File: config.mk
export PLATFORM = sky130hd
export DESIGN_NAME = adat_gen
export DESIGN_NICKNAME = d
export VERILOG_FILES = /design/src/rtl/adat_gen_pkg.sv /design/src/rtl/prbs_lfsr.sv /design/src/rtl/adat_gen.sv
export SDC_FILE = /design/constraint.sdc
export NUM_CORES = 1
export LEC_CHECK = 0
export ABC_AREA = 1
export CAP_MARGIN = 20
export CORE_MARGIN = 2
export CORE_UTILIZATION = 53
export CTS_BUF_LIST = sky130_fd_sc_hd__clkbuf_4 sky130_fd_sc_hd__clkbuf_8
export CTS_CLUSTER_SIZE = 14
export DETAILED_ROUTE_END_ITERATION = 6
export PLACE_DENSITY = 0.81
export SLEW_MARGIN = 20
export SYNTH_ARGS = -nofsm -noshare
export SYNTH_HDL_FRONTEND = slang
export SYNTH_SLANG_ARGS = --single-unit
File: constraint.sdc
create_clock -name clock -period 0.99 [get_ports clock]
set_input_delay 0.2475 -clock clock [delete_from_list [all_inputs] [get_ports clock]]
set_output_delay 0.2475 -clock clock [all_outputs]
set_load 0.05 [all_outputs]
File: src/rtl/adat_gen_pkg.sv
// adat_gen_pkg: shared LFSR geometry and default seed for the ADAT test-data source.
package adat_gen_pkg;
    localparam int LFSR_W = 15;
    localparam int TAP_A = 14;
    localparam int TAP_B = 13;
    localparam logic [LFSR_W-1:0] DEF_SEED = 15'h7FFF;
endpackage

File: src/rtl/prbs_lfsr.sv
// prbs_lfsr: Fibonacci LFSR stepping one bit per enabled clock, with zero-state recovery.
module prbs_lfsr #(
    parameter int W = 15,
    parameter int TAP_A = 14,
    parameter int TAP_B = 13,
    parameter logic [W-1:0] SEED = '1
) (
    input  logic clock,
    input  logic reset,
    input  logic step,
    output logic bit_out
);
    // A zero seed would lock the register, so it is replaced by 1.
    localparam logic [W-1:0] INIT = (SEED == '0) ? W'(1) : SEED;
    logic [W-1:0] r_s;
    logic         w_fb;
    assign w_fb = r_s[TAP_A] ^ r_s[TAP_B];
    always_ff @(posedge clock or posedge reset) begin
        if (reset) begin
            r_s     <= INIT;
            bit_out <= 1'b0;
        end else if (step) begin
            r_s     <= (r_s == '0) ? W'(1) : {r_s[W-2:0], w_fb};
            bit_out <= w_fb;
        end
    end
endmodule

File: src/rtl/adat_gen.sv
// adat_gen: PRBS-15 serial test data with a one-clock strobe on the first bit of each symbol.
module adat_gen
    import adat_gen_pkg::*;
#(
    parameter int SYMBOL_BITS = 4,
    parameter logic [LFSR_W-1:0] SEED = DEF_SEED
) (
    input  logic clock,
    input  logic reset,
    input  logic enable_cntr,
    output logic adat_ki,
    output logic data_change
);
    localparam int CNT_W = (SYMBOL_BITS > 1) ? $clog2(SYMBOL_BITS) : 1;
    localparam logic [CNT_W-1:0] LAST = CNT_W'(SYMBOL_BITS - 1);
    logic [CNT_W-1:0] r_bit_cnt;
    prbs_lfsr #(
        .W(LFSR_W),
        .TAP_A(TAP_A),
        .TAP_B(TAP_B),
        .SEED(SEED)
    ) u_lfsr (
        .clock(clock),
        .reset(reset),
        .step(enable_cntr),
        .bit_out(adat_ki)
    );
    always_ff @(posedge clock or posedge reset) begin
        if (reset) begin
            r_bit_cnt   <= '0;
            data_change <= 1'b0;
        end else begin
            data_change <= enable_cntr && (r_bit_cnt == '0);
            if (enable_cntr) r_bit_cnt <= (r_bit_cnt == LAST) ? '0 : r_bit_cnt + CNT_W'(1);
        end
    end
endmodule

==> flow_summary_export.csv, run 1 <==
group,metric,value,unit
outcome,outcome,"complete, but fails checks",
outcome,violations,"negative setup slack",
sta,max_slew.worst_pin.slew,0.205,ns
layout,instances_no_fill,125,
synthesis,synth_top_area_share,0.478,
grt,grtUsageTotal,0.202,
routing,ant_nets,0,
floorplan,rows,14,
layout,nFillCells,104,
layout,insertedDiodeCount,0,
sta,setup_viol,4,
sta,period_share,1.15,
critical_path,path_cells,"buf_12",
floorplan,fp.dieArea,1890,um^2
sta,fin_worst_hold_slack,0.242,ns
placed_design,gp_congestion,0.761,
grt,grt_pass1_wl,2700,um
power,vdd_ir_drop_max,1.51,mV
sta,setup_slack,-0.147,ns
critical_path,start_kind,"flip-flop",
sta,slew_viol_final,0,
power,leakage,0.481,nW
routing,drtIter0Drc,12,
sta,rsz0062_at_grt,"yes",
sta,fmax,879,MHz
floorplan,die_h,43.4,um
job,maxCapViolCount,0,
sta,min_period,1.14,ns
critical_path,worst-r2r-cell-count,5,
clock_tree,cts_htree_levels,1,
grt,grt_pass1_vias,613,
sta,maxSlewHeadroom,0.862,
critical_path,cp.depth,1,
layout,area_delta_synth_final,22.3,%
min_path,worst_hold_path_type,"input port to async pin",
synthesis,synth_area_leaders,"dfstp_2 48%, nand2_1 19%, dfrtp_1 12%",
clock_tree,cts_buffers,3,
synthesis,synth_nets,101,
grt,grt_start_max_net_pins,20,
clock_tree,cts_tree,"built",
synthesis,synth-seq-area-share,0.599,
routing,viasPerCell,5.03,
clock_tree,clk_path_buf_depth,2,
synthesis,ys_types,11,
routing,wl_per_cell,13.1,um
grt,antenna_found_initial,0,
power,power_density,2250,nW/um^2
synthesis,syn_area_per_cell,8.59,um^2
critical_path,cp.required,0.74,ns
layout,nets,115,
layout,drive_gt1_frac,0.339,
clock_tree,clk_latency,0.31,ns
routing,drt_pass1_iterations,4,
synthesis,synth-seq-cells,19,
floorplan,core,1490,um^2
critical_path,max_stage_delay,0.43,ns
clock_tree,clock-root-buffer,"clkbuf_4",
placed_design,dp.cells,118,
critical_path,crit_path_end_kind,"output port",
sta,clock_skew,0.00335,ns
floorplan,pin_count,5,
power,finalPower,0.00227,W
critical_path,setup.worst_path.class,"flip-flop to output port",
synthesis,synthesis.instances,96,
routing,drt_wl_total,1640,um
critical_path,critical-path-top-delay-family,"flip-flops",
floorplan,initial_core_util,0.554,
placed_design,port_buffers,4,
clock_tree,ctsHoldBuffers,0,
layout,final_util,0.677,
critical_path,worst_path_max_delay_cell,"dfrtp_1",
synthesis,yosysWarnings,0,
synthesis,synth.largest_area_cell,"dfstp_2",
placed_design,hpwl,1020,um
grt,grt_overflow,0,
critical_path,path_buf_inv,1,
routing,vias,629,
synthesis,synth.cell_area,825,um^2
sta,hold_violations,0,
critical_path,path_max_fanout,2,
critical_path,cp.arrival,0.89,ns
clock_tree,cts_sinks,19,
routing,drc,0,
clock_tree,clkSlewWorstSetupHoldPaths,0.11,ns
floorplan,die_w,43.4,um
-- logic make-up (layout without fill, tap and decap cells) --
logic type | after synthesis | in the layout | synth area share
buffers and inverters | 12 | 25 | 0.0683
and+or+nand+nor | 53 | 53 | 0.241
DFF | 19 | 19 | 0.599
AOI/OAI and AO/OA | 10 | 10 | 0.0607
adders and majority gates | 2 | 2 | 0.0303
-- cell type report --
class | count | area (um^2) | share of cell area
multi-input cells | 65 | 297 | 0.294
repair buffers | 12 | 136 | 0.135
clock buffers | 3 | 22.5 | 0.0223
flip-flops and latches | 19 | 494 | 0.490
clock inverters | 1 | 5.00 | 0.00496
well taps | 16 | 20.0 | 0.0199
inverters | 9 | 33.8 | 0.0335
-- per-stage QoR --
stage / area, um^2 / setup WS, ns / TNS [ns]
5_1_grt: 1010 / -0.177 / -0.562
3_5_place_dp: 932 / -0.278 / -4.09
6_report: 1010 / -0.147 / -0.445
4_1_cts: 978 / -0.151 / -0.286
2_1_floorplan: 825 / 0.0374 / 0
3_3_place_gp: 932 / -0.224 / -3.41
-- what timing repair did --
action | CTS | global route
setup buffers | 2 | 1
endpoints found under the setup margin | 5 | 6
cloned | 0 | 0
pin swaps | 0 | 2
gates resized for setup | 1 | 8
-- tightest hold or removal path: stages --
cell and delay (ns):
clkdlybuf4s50_1 0.40, inv_1 0.09, buf_12 0.16
-- routing by layer --
layer  up-vias  GRT usage  routed length (um)
met1       288      0.274                 691
met4         0     0.0909                  51
li1        315          -                   -
met5         -          0                   0
met3         6     0.0500                  80
met2        20      0.310                 819
-- power breakdown --
group | switching, W | internal (W)
clock | 0.000249 | 0.000151
combinational | 0.000383 | 0.000330
sequential | 0.000132 | 0.00103
-- final timing paths --
check,from,end,slack (ns)
max,u_lfsr.bit_out$_DFFE_PP0P_,adat_ki,-0.15
min,reset,r_bit_cnt[0]$_DFFE_PP0P_,0.24
max reg2reg,u_lfsr.r_s[13]$_DFFE_PP1P_,u_lfsr.bit_out$_DFFE_PP0P_,-0.09
min reg2reg,u_lfsr.r_s[11]$_DFFE_PP1P_,u_lfsr.r_s[11]$_DFFE_PP1P_,0.48
max in group asynchronous,reset,u_lfsr.r_s[4]$_DFFE_PP1P_,0.54
min in group clock,u_lfsr.r_s[11]$_DFFE_PP1P_,u_lfsr.r_s[11]$_DFFE_PP1P_,0.48
-- cell usage after synthesis --
cell and n:
buf_4 3, o21ai_1 2, nand2_1 41, inv_2 1, nor2_1 12, o21ai_0 6
inv_1 8, ha_1 2, a21oi_1 2, dfstp_2 15, dfrtp_1 4
-- state kept, by name (all words and copies together) (netlist names) --
name,cells
u_lfsr.bit_out,1
data_change,1
u_lfsr.r_s,15
r_bit_cnt,2
-- cell usage in the layout, fill, tap and decap left out, drive strengths merged --
cell type	count
clkdlybuf4s50	2
a21oi	2
dfrtp	4
dfstp	15
clkinv	1
ha	2
clkbuf	3
inv	9
nand2	41
buf	10
o21ai	8
nor2	12
Note: power is estimated with default switching activity, not from simulation.
==> run 2: changes to the inputs <==
--- a/config.mk
+++ b/config.mk
@@ -7,8 +7,10 @@
 export LEC_CHECK = 0
 export ABC_AREA = 1
 export CAP_MARGIN = 20
+export CELL_PAD_IN_SITES_DETAIL_PLACEMENT = 0
+export CELL_PAD_IN_SITES_GLOBAL_PLACEMENT = 2
 export CORE_MARGIN = 2
-export CORE_UTILIZATION = 53
+export CORE_UTILIZATION = 33
 export CTS_BUF_LIST = sky130_fd_sc_hd__clkbuf_4 sky130_fd_sc_hd__clkbuf_8
 export CTS_CLUSTER_SIZE = 14
 export DETAILED_ROUTE_END_ITERATION = 6
==> flow_summary_export.csv, run 2 (same netlist as run 1, synthesis figures left out) <==
group,metric,value,unit
outcome,outcome,"complete, but fails checks",
outcome,violations,"negative setup slack",
floorplan,die_w,54.0,um
grt,grt_pass1_wl,2570,um
placed_design,pre_cts_ws,-0.312,ns
layout,drive_gt1_frac,0.345,
routing,viasPerCell,4.29,
sta,setup_viol,4,
sta,maxSlewHeadroom,0.833,
floorplan,die_h,54.0,um
clock_tree,cts_sinks,19,
layout,multi_input_area,299,um^2
critical_path,max_stage_delay,0.42,ns
floorplan,pin_count,5,
routing,drtIter0Drc,5,
placed_design,gp_congestion,0.700,
power,clkPwrFrac,0.182,
critical_path,worst_path_max_delay_cell,"dfrtp_1",
clock_tree,cts_buffers,3,
clock_tree,clk_path_buf_depth,2,
grt,grt_start_max_net_pins,20,
power,seq_power_share,0.521,
layout,layout_common_cells,"39 x nand2_1, 15 x dfstp_2, 10 x nor2_1, 7 x inv_1, 7 x buf_4",
clock_tree,cts_tree,"built",
layout,nets,116,
grt,grt_overflow,0,
sta,slew_viol_final,0,
sta,period_share,1.13,
critical_path,critical-path-top-delay-family,"flip-flops",
clock_tree,clkSlewWorstSetupHoldPaths,0.10,ns
critical_path,start_kind,"flip-flop",
floorplan,core,2430,um^2
placed_design,port_buffers,4,
sta,max_slew.worst_pin.slew,0.249,ns
clock_tree,cts_htree_levels,1,
clock_tree,ctsHoldBuffers,0,
critical_path,path_max_fanout,2,
sta,fmax,896,MHz
layout,nFillCells,251,
clock_tree,clock-root-buffer,"clkbuf_4",
power,power.switching,0.000700,W
critical_path,path_buf_inv,1,
critical_path,setup.worst_path.class,"flip-flop to output port",
routing,wl_per_cell,10.3,um
layout,area_delta_synth_final,26.3,%
grt,grtUsageTotal,0.126,
power,vdd_ir_drop_max,1.23,mV
power,leakage,0.499,nW
grt,grt_pass1_vias,601,
sta,hold_violations,0,
floorplan,rows,18,
floorplan,fp.dieArea,2910,um^2
job,maxCapViolCount,0,
sta,setup_slack,-0.126,ns
critical_path,cp.arrival,0.87,ns
routing,drt_pass1_iterations,2,
sta,setup_tns,-0.258,ns
sta,min_period,1.12,ns
routing,vias,600,
floorplan,initial_core_util,0.339,
grt,antenna_found_initial,0,
power,swShare,0.313,
critical_path,cp.required,0.74,ns
critical_path,crit_path_end_kind,"output port",
sta,clock_skew,0.00457,ns
power,p_int,0.00154,W
layout,final_common_cell,"nand2_1",
routing,ant_nets,0,
layout,regArea,494,um^2
sta,rsz0062_at_grt,"yes",
power,power_density,2150,nW/um^2
routing,drt_wl_total,1450,um
placed_design,hpwl,1030,um
layout,top_regs,"u_lfsr.r_s: 15 flops, r_bit_cnt: 2 flops",
power,comb_power_share,0.297,
min_path,worst_hold_path_type,"input port to async pin",
routing,drc,0,
layout,regMostFlops,"u_lfsr.r_s",
layout,insertedDiodeCount,0,
critical_path,path_cells,"buf_12",
layout,largest_register_ffs,15,
clock_tree,clk_latency,0.29,ns
## run 2: changes by cell type in the layout (fill, tap and decap cells not counted), sizes merged
cell / previous run / this run
clkinv: 1 / 0
dlymetal6s2s: 0 / 1
buf: 10 / 11
clkbuf: 3 / 4
clkdlybuf4s50: 2 / 1
## run 2: power groups by stage
stage	sequential (W)	combinational [W]	clock, W
finish	0.00117	0.000664	0.000406
global route	0.00119	0.000756	0.000457
CTS	0.00116	0.000593	0.000434
detailed placement	0.00117	0.000555	0
global placement	0.00116	0.000545	0
floorplan	0.00120	0.000298	0
## run 2: cell type report
type | count | area share
well taps | 30 | 0.0361
flip-flops and latches | 19 | 0.475
multi-input cells | 65 | 0.287
repair buffers | 13 | 0.141
clock buffers | 4 | 0.0288
inverters | 9 | 0.0325
## run 2: layer usage
layer	part of all wire	up-vias	global-route usage
met5	0	-	0
met3	0.017	2	0.0250
li1	-	315	-
met2	0.49	2	0.205
met4	0.0097	0	0.0625
met1	0.48	281	0.158
## run 2: path summary, 6_finish.rpt
| path | start | end | slack, ns | cells past startpoint |
|---|---|---|---|---|
| hold / removal | reset | u_lfsr.bit_out$_DFFE_PP0P_ | 0.26 | 3 |
| max in group asynchronous | reset | u_lfsr.r_s[10]$_DFFE_PP1P_ | 0.52 | 3 |
| hold reg to reg | u_lfsr.r_s[8]$_DFFE_PP1P_ | u_lfsr.r_s[9]$_DFFE_PP1P_ | 0.48 | 2 |
| min in group clock | enable_cntr | u_lfsr.bit_out$_DFFE_PP0P_ | 0.34 | 3 |
| setup / recovery | u_lfsr.bit_out$_DFFE_PP0P_ | adat_ki | -0.13 | 1 |
| setup reg to reg | u_lfsr.r_s[13]$_DFFE_PP1P_ | u_lfsr.r_s[0]$_DFFE_PP1P_ | -0.01 | 6 |
## run 2: metrics by stage
step	total power [W]	cell area [um^2]	utilization	cells	hold WS [ns]
after floorplan	0.00150	825	-	96	0.188
after global placement	0.00171	950	0.390	132	0.462
after detailed placement	0.00173	950	0.390	132	0.465
after CTS	0.00218	991	0.407	137	0.244
after global routing	0.00240	1040	0.428	140	0.278
final	0.00224	1040	0.428	140	0.256
## run 2: what timing repair did
action | CTS | global route
pin swaps | 0 | 3
endpoints found under the setup margin | 5 | 14
setup buffers | 1 | 3
gates resized for setup | 1 | 11
==> run 3: changes to the inputs <==
--- a/config.mk
+++ b/config.mk
@@ -14,6 +14,7 @@
 export CTS_BUF_LIST = sky130_fd_sc_hd__clkbuf_4 sky130_fd_sc_hd__clkbuf_8
 export CTS_CLUSTER_SIZE = 14
 export DETAILED_ROUTE_END_ITERATION = 6
+export GPL_ROUTABILITY_DRIVEN = 1
 export PLACE_DENSITY = 0.81
 export SLEW_MARGIN = 20
 export SYNTH_ARGS = -nofsm -noshare
==> results of run 3 <==
Final layout, timing and power as in run 2 (identical DEF).
